$ cat src/rtl/iterative_subtractor_64.sv
// Multi-cycle two's-complement subtractor: Y = A - B computed CHUNK bits per
// cycle with a registered ripple borrow, plus Y86-style ZF/SF/OF flags.
module iterative_subtractor_64 #(
  parameter int unsigned WIDTH = 64,
  parameter int unsigned CHUNK = 8
) (
  input  logic             clk,
  input  logic             rst,
  input  logic             start,
  input  logic [WIDTH-1:0] A,
  input  logic [WIDTH-1:0] B,
  output logic             busy,
  output logic             done,
  output logic [WIDTH-1:0] Y,
  output logic             overflow,
  output logic             zf,
  output logic             sf
);

  localparam int unsigned NCYC = WIDTH / CHUNK;
  localparam int unsigned CntW = (NCYC > 1) ? $clog2(NCYC) : 1;
  localparam logic [CntW-1:0] LastCnt = CntW'(NCYC - 1);

  typedef enum logic [1:0] {
    StIdle,
    StRun,
    StDone
  } state_e;

  state_e           state_q, state_d;
  logic [WIDTH-1:0] op_a_q, op_a_d;
  // Holds ~B so each chunk is a plain add with carry.
  logic [WIDTH-1:0] op_b_q, op_b_d;
  logic             carry_q, carry_d;
  logic [CntW-1:0]  cnt_q, cnt_d;
  logic [WIDTH-1:0] part_q, part_d;
  logic [WIDTH-1:0] y_q, y_d;
  logic             of_q, of_d;
  logic             zf_q, zf_d;
  logic             sf_q, sf_d;

  logic [CHUNK-1:0] chunk_a;
  logic [CHUNK-1:0] chunk_b;
  logic [CHUNK:0]   chunk_sum;
  logic             a_msb;
  logic             b_msb;

  // Chunk adder, next-state logic and result capture on the completing edge.
  always_comb begin
    state_d = state_q;
    op_a_d  = op_a_q;
    op_b_d  = op_b_q;
    carry_d = carry_q;
    cnt_d   = cnt_q;
    part_d  = part_q;
    y_d     = y_q;
    of_d    = of_q;
    zf_d    = zf_q;
    sf_d    = sf_q;

    chunk_a   = op_a_q[cnt_q*CHUNK +: CHUNK];
    chunk_b   = op_b_q[cnt_q*CHUNK +: CHUNK];
    chunk_sum = {1'b0, chunk_a} + {1'b0, chunk_b} + {{CHUNK{1'b0}}, carry_q};
    a_msb     = op_a_q[WIDTH-1];
    b_msb     = ~op_b_q[WIDTH-1];

    case (state_q)
      StIdle, StDone: begin
        if (start) begin
          op_a_d  = A;
          op_b_d  = ~B;
          carry_d = 1'b1;
          cnt_d   = '0;
          state_d = StRun;
        end else begin
          state_d = StIdle;
        end
      end
      StRun: begin
        part_d[cnt_q*CHUNK +: CHUNK] = chunk_sum[CHUNK-1:0];
        carry_d = chunk_sum[CHUNK];
        cnt_d   = cnt_q + 1'b1;
        if (cnt_q == LastCnt) begin
          state_d = StDone;
          // part_d already includes the final chunk; the last carry-out is dropped.
          y_d  = part_d;
          zf_d = (part_d == '0);
          sf_d = part_d[WIDTH-1];
          of_d = (a_msb != b_msb) && (part_d[WIDTH-1] != a_msb);
        end
      end
      default: state_d = StIdle;
    endcase
  end

  // State and datapath registers with synchronous reset.
  always_ff @(posedge clk) begin
    if (rst) begin
      state_q <= StIdle;
      op_a_q  <= '0;
      op_b_q  <= '0;
      carry_q <= 1'b0;
      cnt_q   <= '0;
      part_q  <= '0;
      y_q     <= '0;
      of_q    <= 1'b0;
      zf_q    <= 1'b0;
      sf_q    <= 1'b0;
    end else begin
      state_q <= state_d;
      op_a_q  <= op_a_d;
      op_b_q  <= op_b_d;
      carry_q <= carry_d;
      cnt_q   <= cnt_d;
      part_q  <= part_d;
      y_q     <= y_d;
      of_q    <= of_d;
      zf_q    <= zf_d;
      sf_q    <= sf_d;
    end
  end

  // Status decoded from state; results come straight from the held registers.
  always_comb begin
    busy     = (state_q == StRun);
    done     = (state_q == StDone);
    Y        = y_q;
    overflow = of_q;
    zf       = zf_q;
    sf       = sf_q;
  end

endmodule
$ cat config.mk
export PLATFORM = sky130hd
export DESIGN_NAME = iterative_subtractor_64
export DESIGN_NICKNAME = d
export VERILOG_FILES = /design/src/rtl/iterative_subtractor_64.sv
export SDC_FILE = /design/constraint.sdc
export NUM_CORES = 1
export LEC_CHECK = 0
export BUFFER_PORTS_ARGS = -buffer_cell sky130_fd_sc_hd__buf_2
export CORE_UTILIZATION = 45
export DETAILED_ROUTE_END_ITERATION = 12
export HOLD_SLACK_MARGIN = 0.03
export PLACE_DENSITY = 0.79
export SLEW_MARGIN = 20
export SYNTH_ARGS = -nofsm -noshare
export SYNTH_HDL_FRONTEND = slang
export SYNTH_SLANG_ARGS = --single-unit
$ cat constraint.sdc
create_clock -name clk -period 4.2 [get_ports clk]
set_clock_uncertainty 0.15 [all_clocks]
set_input_delay 0.21 -clock clk [delete_from_list [all_inputs] [get_ports clk]]
set_output_delay 0.21 -clock clk [all_outputs]
set_load 0.005 [all_outputs]
==> Word level (Yosys, flattened, before mapping) <==
Cells that the tools add are included.
{ "totals": {"out_inout_bits": 69, "regBits": 265, "inputBits": 131, "wordCells": 43} }
{ "op_classes": {"n_eq_ne": 7, "bitwise": 2, "n_shift": 4, "mux": 8, "add_sub_neg": 4, "reduce_logical": 8} }
{ "op_table": {"columns": ["operator", "count"], "rows": [
  ["indexed part select 64 x 7 -> 8 bit", 2],
  ["bitwise mux 64 bit", 1],
  ["logical NOT 64 bit", 1],
  ["NOT 64 bit", 1],
  ["variable shift 8 x 34 -> 64 bit, first input constant", 1],
  ["indexed part select 8 x 34 -> 64 bit", 1],
  ["negator 6 -> 34 bit", 1],
  ["adder 8 x 8 -> 9 bit", 1],
  ["adder 9 x 1 -> 9 bit", 1],
  ["case mux 3 bit (2 select lines)", 1],
  ["AND reduction 2 bit", 3],
  ["case mux 2 bit (2 select lines)", 1],
  ["adder 3 x 1 -> 3 bit, second input constant", 1],
  ["== test 3 bit, second input constant", 1],
  ["two-way mux 3 bit", 1],
  ["== test 2 x 1 -> 1 bit, second input constant", 1],
  ["== test 2 bit, second input constant", 1],
  ["logical NOT 2 bit", 1],
  ["two-way mux 1 bit", 2],
  ["two-way mux 2 bit", 1],
  ["!= test 1 bit", 2],
  ["!= test 2 x 1 -> 1 bit, second input constant", 1],
  ["!= test 2 bit, second input constant", 1],
  ["case mux 1 bit (2 select lines)", 1],
  ["4 further kinds", 4]
]} }

==> Logic depth before layout (Yosys ltp) <==
Gate-level depths: netlist of the first run.
{ "depth": {"word_depth": 7, "ltp_mapped": 17, "mapped_depth_nobuf": 14} }

==> Worst setup path after synthesis of the first run <==
No wires, ideal clock.
{ "synth_path": {"path_type": "reg2reg", "from": "reg cnt_q[0]", "to": "reg zf_q (netlist: zf)", "period_less_slack_ns": 4.418, "setup_ns": 0.084, "arrival_ns": 4.184, "slack_ns": -0.218, "path_stages_with_launch": 18, "required_time_ns": 3.966, "n_path_buf": 3, "cell_sequence": "dfxtp_1 > buf_4 > buf_2 > buf_2 > mux4_2 > nand2_1 > nand2_1 > fa_1 > inv_1 > fa_1 > nor2b_1 > o311ai_1 > a21oi_1 > xnor2_2 > o21a_1 > o211ai_1 > or4_1 > o31ai_2"} }
{ "synth_via": {"elab_chain_len": 6, "elab_cells_between_ends": 11, "cone_classes": "add/sub (3); eq/ne (1); shift (4); mux (1); reduce/logical (2)"} }
{ "synth_lines": {"columns": ["item", "line_no", "text"], "rows": [
  ["start, declared", "35", "logic [CntW-1:0] cnt_q, cnt_d;"],
  ["start signal, assigned", "114", "cnt_q <= cnt_d;"],
  ["indexed part select 64 x 7 -> 8 bit, on equally long branches", "61, 62", null],
  ["adder 8 x 8 -> 9 bit", "63", "chunk_sum = {1'b0, chunk_a} + {1'b0, chunk_b} + {{CHUNK{1'b0}}, carry_q};"],
  ["adder 9 x 1 -> 9 bit", "63", null],
  ["indexed part select 8 x 34 -> 64 bit", "80", "part_d[cnt_q*CHUNK +: CHUNK] = chunk_sum[CHUNK-1:0];"],
  ["bitwise mux 64 bit", "80", null],
  ["logical NOT 64 bit", "87", "zf_d = (part_d == '0);"],
  ["end signal, assigned", "118", "zf_q <= zf_d;"],
  ["end, declared", "39", "logic zf_q, zf_d;"]
]} }
Parallel ways exist; a longest one is shown, timed or not.
A chain may end at the register's enable or synchronous reset.

==> Final worst setup path of the first run <==
Ends and elaborated chain as after synthesis.

==> results of run 1 <==
[final cells by class]
type | count | area [µm²]
clock buffer | 41 | 831
timing repair buffer | 398 | 2840
inverter | 8 | 30.0
tap | 330 | 413
clock inverter | 13 | 173
sequential | 264 | 5290
multi-input combinational | 1007 | 5840
fill | 2062 | 9750
antenna | 5 | 12.5
[state kept, by name, indices dropped and copies added (netlist names)]
register / flops
part_q: 64
overflow: 1
carry_q: 1
state_q: 2
op_b_q: 64
op_a_q: 64
Y: 64
zf: 1
cnt_q: 3
[final timing paths]
path | to | slack [ns] | cells past startpoint | start
setup / recovery | zf | 0.12 | 16 | cnt_q[0]
hold / removal | Y[23] | 0.07 | 2 | rst
setup reg to reg | zf | 0.12 | 16 | cnt_q[0]
hold reg to reg | Y[38] | 0.30 | 2 | Y[38]
[cells in the final DEF (no fill, tap or decap), types with 4 or more instances in the layout]
master,synthesis,layout
a211oi_1,128,127
a21oi_1,139,139
a311oi_1,16,16
and2_1,5,4
buf_2,10,198
buf_4,4,67
clkbuf_1,89,6
clkbuf_16,0,29
clkbuf_8,0,7
clkinv_2,0,4
dfxtp_1,264,262
diode_2,0,5
dlygate4sd3_1,0,128
ha_1,11,11
inv_1,7,6
mux2i_1,7,7
mux4_2,32,32
nand2_1,272,270
nand2b_1,6,5
nand3_1,5,5
nand3b_1,5,5
nand4_1,6,6
nor2_1,255,255
nor2b_1,5,4
nor3_1,14,14
nor4_1,5,4
o211ai_1,16,16
o21ai_0,23,23
or4_1,4,4
[through the flow]
stage	instances	instance area [µm²]
6_report	2066	15400
5_1_grt	2065	15400
4_1_cts	2060	15400
3_5_place_dp	1878	13100
3_3_place_gp	1878	13100
2_1_floorplan	1393	11600
[per-layer routing]
metal	wire length, µm	share of wire [%]	vias to the layer above
met4	2330	5.8	0
met3	2710	6.7	148
li1	-	-	5506
met5	0	0	-
met1	15900	39	5419
met2	19500	48	604
[cells by family (layout without fill, tap and decap cells)]
logic type               after synthesis  after routing  share of synthesized area (%)
AO/OA/AOI/OAI                        350            350                           19.6
XOR/XNOR                               5              5                          0.508
adder cells (fa/ha/maj)               13             13                           1.54
buffers and inverters                122            460                           4.39
flip-flops                           264            264                           45.7
multiplexers                          39             39                           6.83
other                                  0              5                              0
AND/OR/NAND/NOR                      600            600                           21.5
[timing repair]
item / in CTS / in global routing
gates resized for setup: 2 / 12
endpoints found under the hold margin: 128 / 0
buffers inserted: 0 / 1
hold buffers: 128 / 0
endpoints found under the setup margin: 1 / 9
pin swaps: 0 / 4
[power groups by stage]
stage / Combinational, W / Sequential, W / Clock [W]
after floorplan: 0.000531 / 0.00271 / 0
after global placement: 0.000824 / 0.00273 / 0
after detailed placement: 0.000836 / 0.00274 / 0
after CTS: 0.000935 / 0.00268 / 0.00266
after global routing: 0.00106 / 0.00270 / 0.00278
final: 0.000986 / 0.00269 / 0.00265
==> flow_metrics.py, run 1 <==
metrics = {
    "cells_and_area": {
        "area_growth_pct": 33.4,
        "fin_util_pct": 61.3,
        "layout-drive-gt1-share_pct": 21.8,
        "nets": 1852,
    },
    "synthesis": {
        "ys_seq_area_share_pct": 45.7,
        "synth_ff_type": "dfxtp_1",
        "synth_most_common_cell": "nand2_1",
        "async_flop_share_pct": 0,
        "ys_types": 63,
        "avgSynthCellArea_um2": 8.31,
        "post_synth_instance_area_um2": 11600,
        "synth_edf_count": 0,
        "synth_common_cells": "272 x nand2_1, 264 x dfxtp_1, 255 x nor2_1",
        "synth_nets": 1537,
        "synth_area_leaders": "dfxtp_1 46%, nand2_1 8.8%, a211oi_1 8.3%",
        "synth_seq_cells": 264,
        "netlist_instances": 1393,
        "yosys.area.top_type": "dfxtp_1",
        "yosysWarnings": 0,
        "synth_top_area_share_pct": 45.7,
    },
    "power": {
        "p_leak_nw": 6.02,
        "total_power_w": 0.00632,
        "p_switching_w": 0.00171,
        "combPwrFrac_pct": 15.6,
        "cellPowerDensity_nw_per_um2": 410,
        "internal-power_w": 0.00462,
        "power.switching_fraction_pct": 27.0,
        "pwr-share-seq_pct": 42.5,
        "vdd_drop_max_mv": 0.374,
        "clock_power_share_pct": 41.9,
    },
    "cts": {
        "cts_buffer_depth": 3,
        "root_buffer": "clkbuf_16",
        "h-tree-depth": 1,
        "cts_inserted_buffers": 29,
        "clkSlewWorstSetupHoldPaths_ns": 0.06,
        "clk_latency_ns": 0.57,
        "cts_tree": "yes",
        "clock_sinks": 264,
    },
    "die": {
        "coreArea_um2": 25200,
        "rows": 58,
        "die_y_um": 162,
        "io_pins": 200,
        "die_w_um": 162,
        "die-area_um2": 26400,
        "initial_core_util_pct": 45.9,
    },
    "critical_path": {
        "slowest_stage": "mux4_2",
        "crit_path_end_kind": "flop",
        "cp_top_family": "simple AND/OR/NAND/NOR gates",
        "path_max_fanout": 8,
        "worst_setup_path_start_kind": "flop",
        "path_buf_inv": 3,
        "path_cells": "mux4_2 -> nand2_1 -> nand2_2 -> fa_2 -> inv_2 -> fa_2 -> xor2_4 -> buf_6 -> nor2_1 -> mux2i_1 -> nand4_1 -> nor4_2 -> buf_4 -> nand4_1 -> or4_1 -> o31ai_2",
        "crit_required_ns": 4.52,
        "critical_path_class": "reg2reg",
        "arrival_ns": 4.41,
        "max_stage_delay_ns": 0.53,
    },
    "global_route": {
        "grt_max_degree": 102,
        "grt_util_all_layers_pct": 30.3,
        "grt_pass1_wl_um": 61900,
        "grtUsageMet2_pct": 51.4,
        "grt.busiest_layer": "met2",
        "use_met3_pct": 4.48,
        "grt_util_met1_pct": 36.3,
        "overflow": 0,
        "antenna_found_initial": 5,
        "grt_pass1_vias": 11300,
    },
    "hold_path": {
        "hp-class": "in2reg",
    },
    "outcome": {
        "status": "completed",
    },
    "sta": {
        "timing.hold.ws_ns": 0.0685,
        "hold_violations": 0,
        "rsz0062_at_grt": "yes",
        "setup_tns_ns": 0,
        "max-slew-margin-rel_pct": 34.3,
        "finalWorstSetupSlack_ns": 0.115,
        "max_freq_mhz": 245,
        "setup_violations": 0,
        "post-route-period-util_pct": 97.3,
        "finalCriticalPeriod_ns": 4.08,
        "final_max_slew_viol_count": 0,
        "worst_pin_slew_ns": 0.986,
    },
    "placed_design": {
        "hpwlAfterDp_um": 25700,
        "gp_congestion": 1.03,
        "pre_cts_ws_ns": -0.0856,
        "portBuffers": 199,
    },
    "routing": {
        "wl_per_cell_um": 19.6,
        "ant_nets": 0,
        "routed-via-count": 11700,
        "drc_errors": 0,
        "first_pass_iters": 6,
        "drtIter0Drc": 1134,
        "via_per_inst": 5.65,
        "wirelength_um": 40400,
    },
    "flow_run": {
        "max-cap-violations": 0,
    },
}
(Power assumes the default switching activity.)
==> inputs of run 2 (changes only) <==
--- a/config.mk
+++ b/config.mk
@@ -5,8 +5,10 @@
 export SDC_FILE = /design/constraint.sdc
 export NUM_CORES = 1
 export LEC_CHECK = 0
+export ABC_AREA = 1
 export BUFFER_PORTS_ARGS = -buffer_cell sky130_fd_sc_hd__buf_2
 export CORE_UTILIZATION = 45
+export CTS_BUF_LIST = sky130_fd_sc_hd__clkbuf_16
 export DETAILED_ROUTE_END_ITERATION = 12
 export HOLD_SLACK_MARGIN = 0.03
 export PLACE_DENSITY = 0.79
==> flow_metrics.py, run 2 <==
metrics = {
    "outcome": {
        "status": "completed",
    },
    "routing": {
        "drc_errors": 0,
        "wirelength_um": 40200,
        "first_pass_iters": 6,
        "via_per_inst": 5.51,
        "routed-via-count": 12600,
        "wl_per_cell_um": 17.5,
        "ant_nets": 0,
        "drtIter0Drc": 1287,
    },
    "critical_path": {
        "crit_path_end_kind": "flop",
        "cp_top_family": "simple AND/OR/NAND/NOR gates",
        "rr_startpoint": "cnt_q[0]",
        "critical_path_class": "reg2reg",
        "critPathMostFrequentCell": "nand2_1",
        "arrival_ns": 4.29,
        "slowest_stage": "dfxtp_2",
        "worst_setup_path_start_kind": "flop",
        "path_cells": "buf_16 -> o21ai_0 -> o22ai_1 -> nand2_1 -> o211ai_1 -> fa_1 -> inv_1 -> fa_1 -> inv_1 -> nand2_1 -> nand2_1 -> nand2_1 -> nand2_1 -> nand2_1 -> nor2_1 -> nand3_1 -> nor2_1 -> nand2_1 -> nor2_1 -> nand3_1 -> nor2_1 -> nand2_1 -> a21oi_2",
        "max_stage_delay_ns": 0.43,
        "path_max_fanout": 45,
        "startpoint": "cnt_q[0]",
        "path_buf_inv": 3,
        "crit_required_ns": 4.52,
    },
    "synthesis": {
        "ys_seq_area_share_pct": 44.5,
        "synthSimpleGateAreaFrac_pct": 19.7,
        "synth_top_area_share_pct": 44.5,
        "yosysWarnings": 0,
        "synth_xor_area_share_pct": 0,
        "synth_ff_type": "dfxtp_1",
        "synth_area_leaders": "dfxtp_1 45%, o21ai_0 13%, nor2_1 9.1%",
        "synth_nets": 1816,
        "synth_most_common_cell": "o21ai_0",
        "yosys.area.top_type": "dfxtp_1",
        "synth-adder-area-share_pct": 1.50,
        "post_synth_instance_area_um2": 11900,
        "async_flop_share_pct": 0,
        "synth_edf_count": 0,
        "synth_seq_cells": 264,
        "avgSynthCellArea_um2": 7.10,
        "synthMuxAreaShare_pct": 0,
        "synth_common_cells": "317 x o21ai_0, 288 x nor2_1, 264 x dfxtp_1",
        "synth_top_family_by_area": "compound AO/OA/AOI/OAI gates",
        "ys_types": 35,
        "netlist_instances": 1672,
        "synth_compound_area_share_pct": 24.9,
    },
    "global_route": {
        "grt_pass1_wl_um": 62400,
        "grt_util_all_layers_pct": 29.3,
        "antenna_found_initial": 2,
        "grt_pass1_vias": 11700,
        "grt_max_degree": 105,
        "overflow": 0,
    },
    "cts": {
        "clk_latency_ns": 0.54,
        "cts_inserted_buffers": 28,
        "post_cts_buffers": 0,
        "h-tree-depth": 1,
        "cts_buffer_depth": 3,
        "clkSlewWorstSetupHoldPaths_ns": 0.06,
        "root_buffer": "clkbuf_16",
        "cts_tree": "yes",
        "clock_sinks": 264,
    },
    "placed_design": {
        "gp_congestion": 0.940,
        "dp_cells": 2113,
        "portBuffers": 199,
        "hpwlAfterDp_um": 24900,
    },
    "sta": {
        "worst_pin_slew_ns": 0.961,
        "max_freq_mhz": 252,
        "max-slew-margin-rel_pct": 36.0,
        "setup_tns_ns": 0,
        "finalCriticalPeriod_ns": 3.96,
        "post-route-period-util_pct": 94.3,
        "hold_violations": 0,
        "final_max_slew_viol_count": 0,
        "rsz0062_at_grt": "no",
        "setup_violations": 0,
    },
    "cells_and_area": {
        "final.fill_count": 2295,
        "nets": 2081,
        "final_cell_mix": "316 x o21ai_0, 286 x nor2_1, 263 x dfxtp_1",
        "stdcell_count": 2295,
        "area_growth_pct": 28.9,
        "final_common_cell": "o21ai_0",
        "layout-drive-gt1-share_pct": 15.3,
    },
    "power": {
        "power.switching_fraction_pct": 29.3,
        "pwr-share-seq_pct": 43.1,
        "cellPowerDensity_nw_per_um2": 418,
        "p_switching_w": 0.00187,
        "p_leak_nw": 7.29,
        "vdd_drop_max_mv": 0.342,
        "clock_power_share_pct": 38.4,
        "combPwrFrac_pct": 18.5,
        "internal-power_w": 0.00452,
    },
    "die": {
        "io_pins": 200,
        "rows": 59,
        "die_y_um": 164,
        "initial_core_util_pct": 45.7,
        "die_w_um": 164,
        "coreArea_um2": 26000,
        "die-area_um2": 27000,
    },
    "hold_path": {
        "hp-class": "in2reg",
        "hp-start": "rst",
    },
    "flow_run": {
        "max-cap-violations": 0,
    },
}
## run 2: changes by cell type in the layout (fill, tap and decap cells not counted), sizes merged, moves of 25 or more
cell	previous run	this run
a211oi	128	0
buf	269	226
inv	10	174
mux4	32	0
nand2	272	198
nand3	5	39
nor2	257	296
o211ai	16	50
o21ai	23	317
o21bai	1	26
## run 2: routing by layer
metal / part of all wire, % / vias to the layer above / wire length (µm) / global-route usage, %
met5: 0 / - / 0 / 0
met4: 4.0 / 0 / 1630 / 12.8
met3: 7.5 / 140 / 3000 / 3.69
met2: 45 / 633 / 18200 / 46.5
met1: 43 / 5814 / 17400 / 40.0
li1: - / 6061 / - / -
## run 2: path summary, 6_finish.rpt
kind	cells past startpoint	slack [ns]	endpoint
max	23	0.24	zf
min	2	0.11	state_q[1]
max reg2reg	23	0.24	zf
min reg2reg	2	0.35	Y[8]
## run 2: stage by stage
| stage | total power (W) | hold slack, ns | utilization (%) | instance area [µm²] | setup WS, ns |
|---|---|---|---|---|---|
| final | 0.00639 | 0.107 | 58.9 | 15300 | 0.238 |
| after global placement | 0.00382 | 0.234 | 50.2 | 13100 | 0.325 |
| after CTS | 0.00636 | 0.0819 | 58.7 | 15200 | 0.265 |
| after detailed placement | 0.00384 | 0.238 | 50.2 | 13100 | 0.285 |
| after floorplan | 0.00349 | 0.150 | - | 11900 | 0.486 |
| after global routing | 0.00665 | 0.125 | 58.9 | 15300 | 0.00356 |
## run 2: repair_timing
| item | in CTS | in global routing |
|---|---|---|
| setup endpoints to repair | 0 | 1 |
| endpoints found under the hold margin | 128 | 0 |
| hold buffers | 128 | 0 |
| gates resized for setup | 0 | 7 |
## run 2: cell families (layout without fill, tap and decap cells)
kind of cell	after synthesis	after routing
AOI/OAI and AO/OA	542	542
and+or+nand+nor	566	566
DFF	264	264
buffers and inverters	287	573
adders and majority gates	13	13
other	0	2
## run 2: area by class of cell
cell class	instances	area (µm²)	share of cell area (%)
multi-input cells	1121	5490	35.9
flip-flops and latches	264	5290	34.6
repair buffers	355	2550	16.7
clock buffers	29	726	4.75
inverters	167	637	4.16
well taps	335	419	2.74
clock inverters	22	183	1.19
diodes	2	5.00	0.0327
## run 2: power by group through the flow
stage	Clock [W]	Combinational, W	Sequential, W
after floorplan	0	0.000717	0.00277
after global routing	0.00257	0.00131	0.00277
after detailed placement	0	0.00104	0.00280
after CTS	0.00248	0.00114	0.00275
after global placement	0	0.00103	0.00280
final	0.00245	0.00118	0.00276
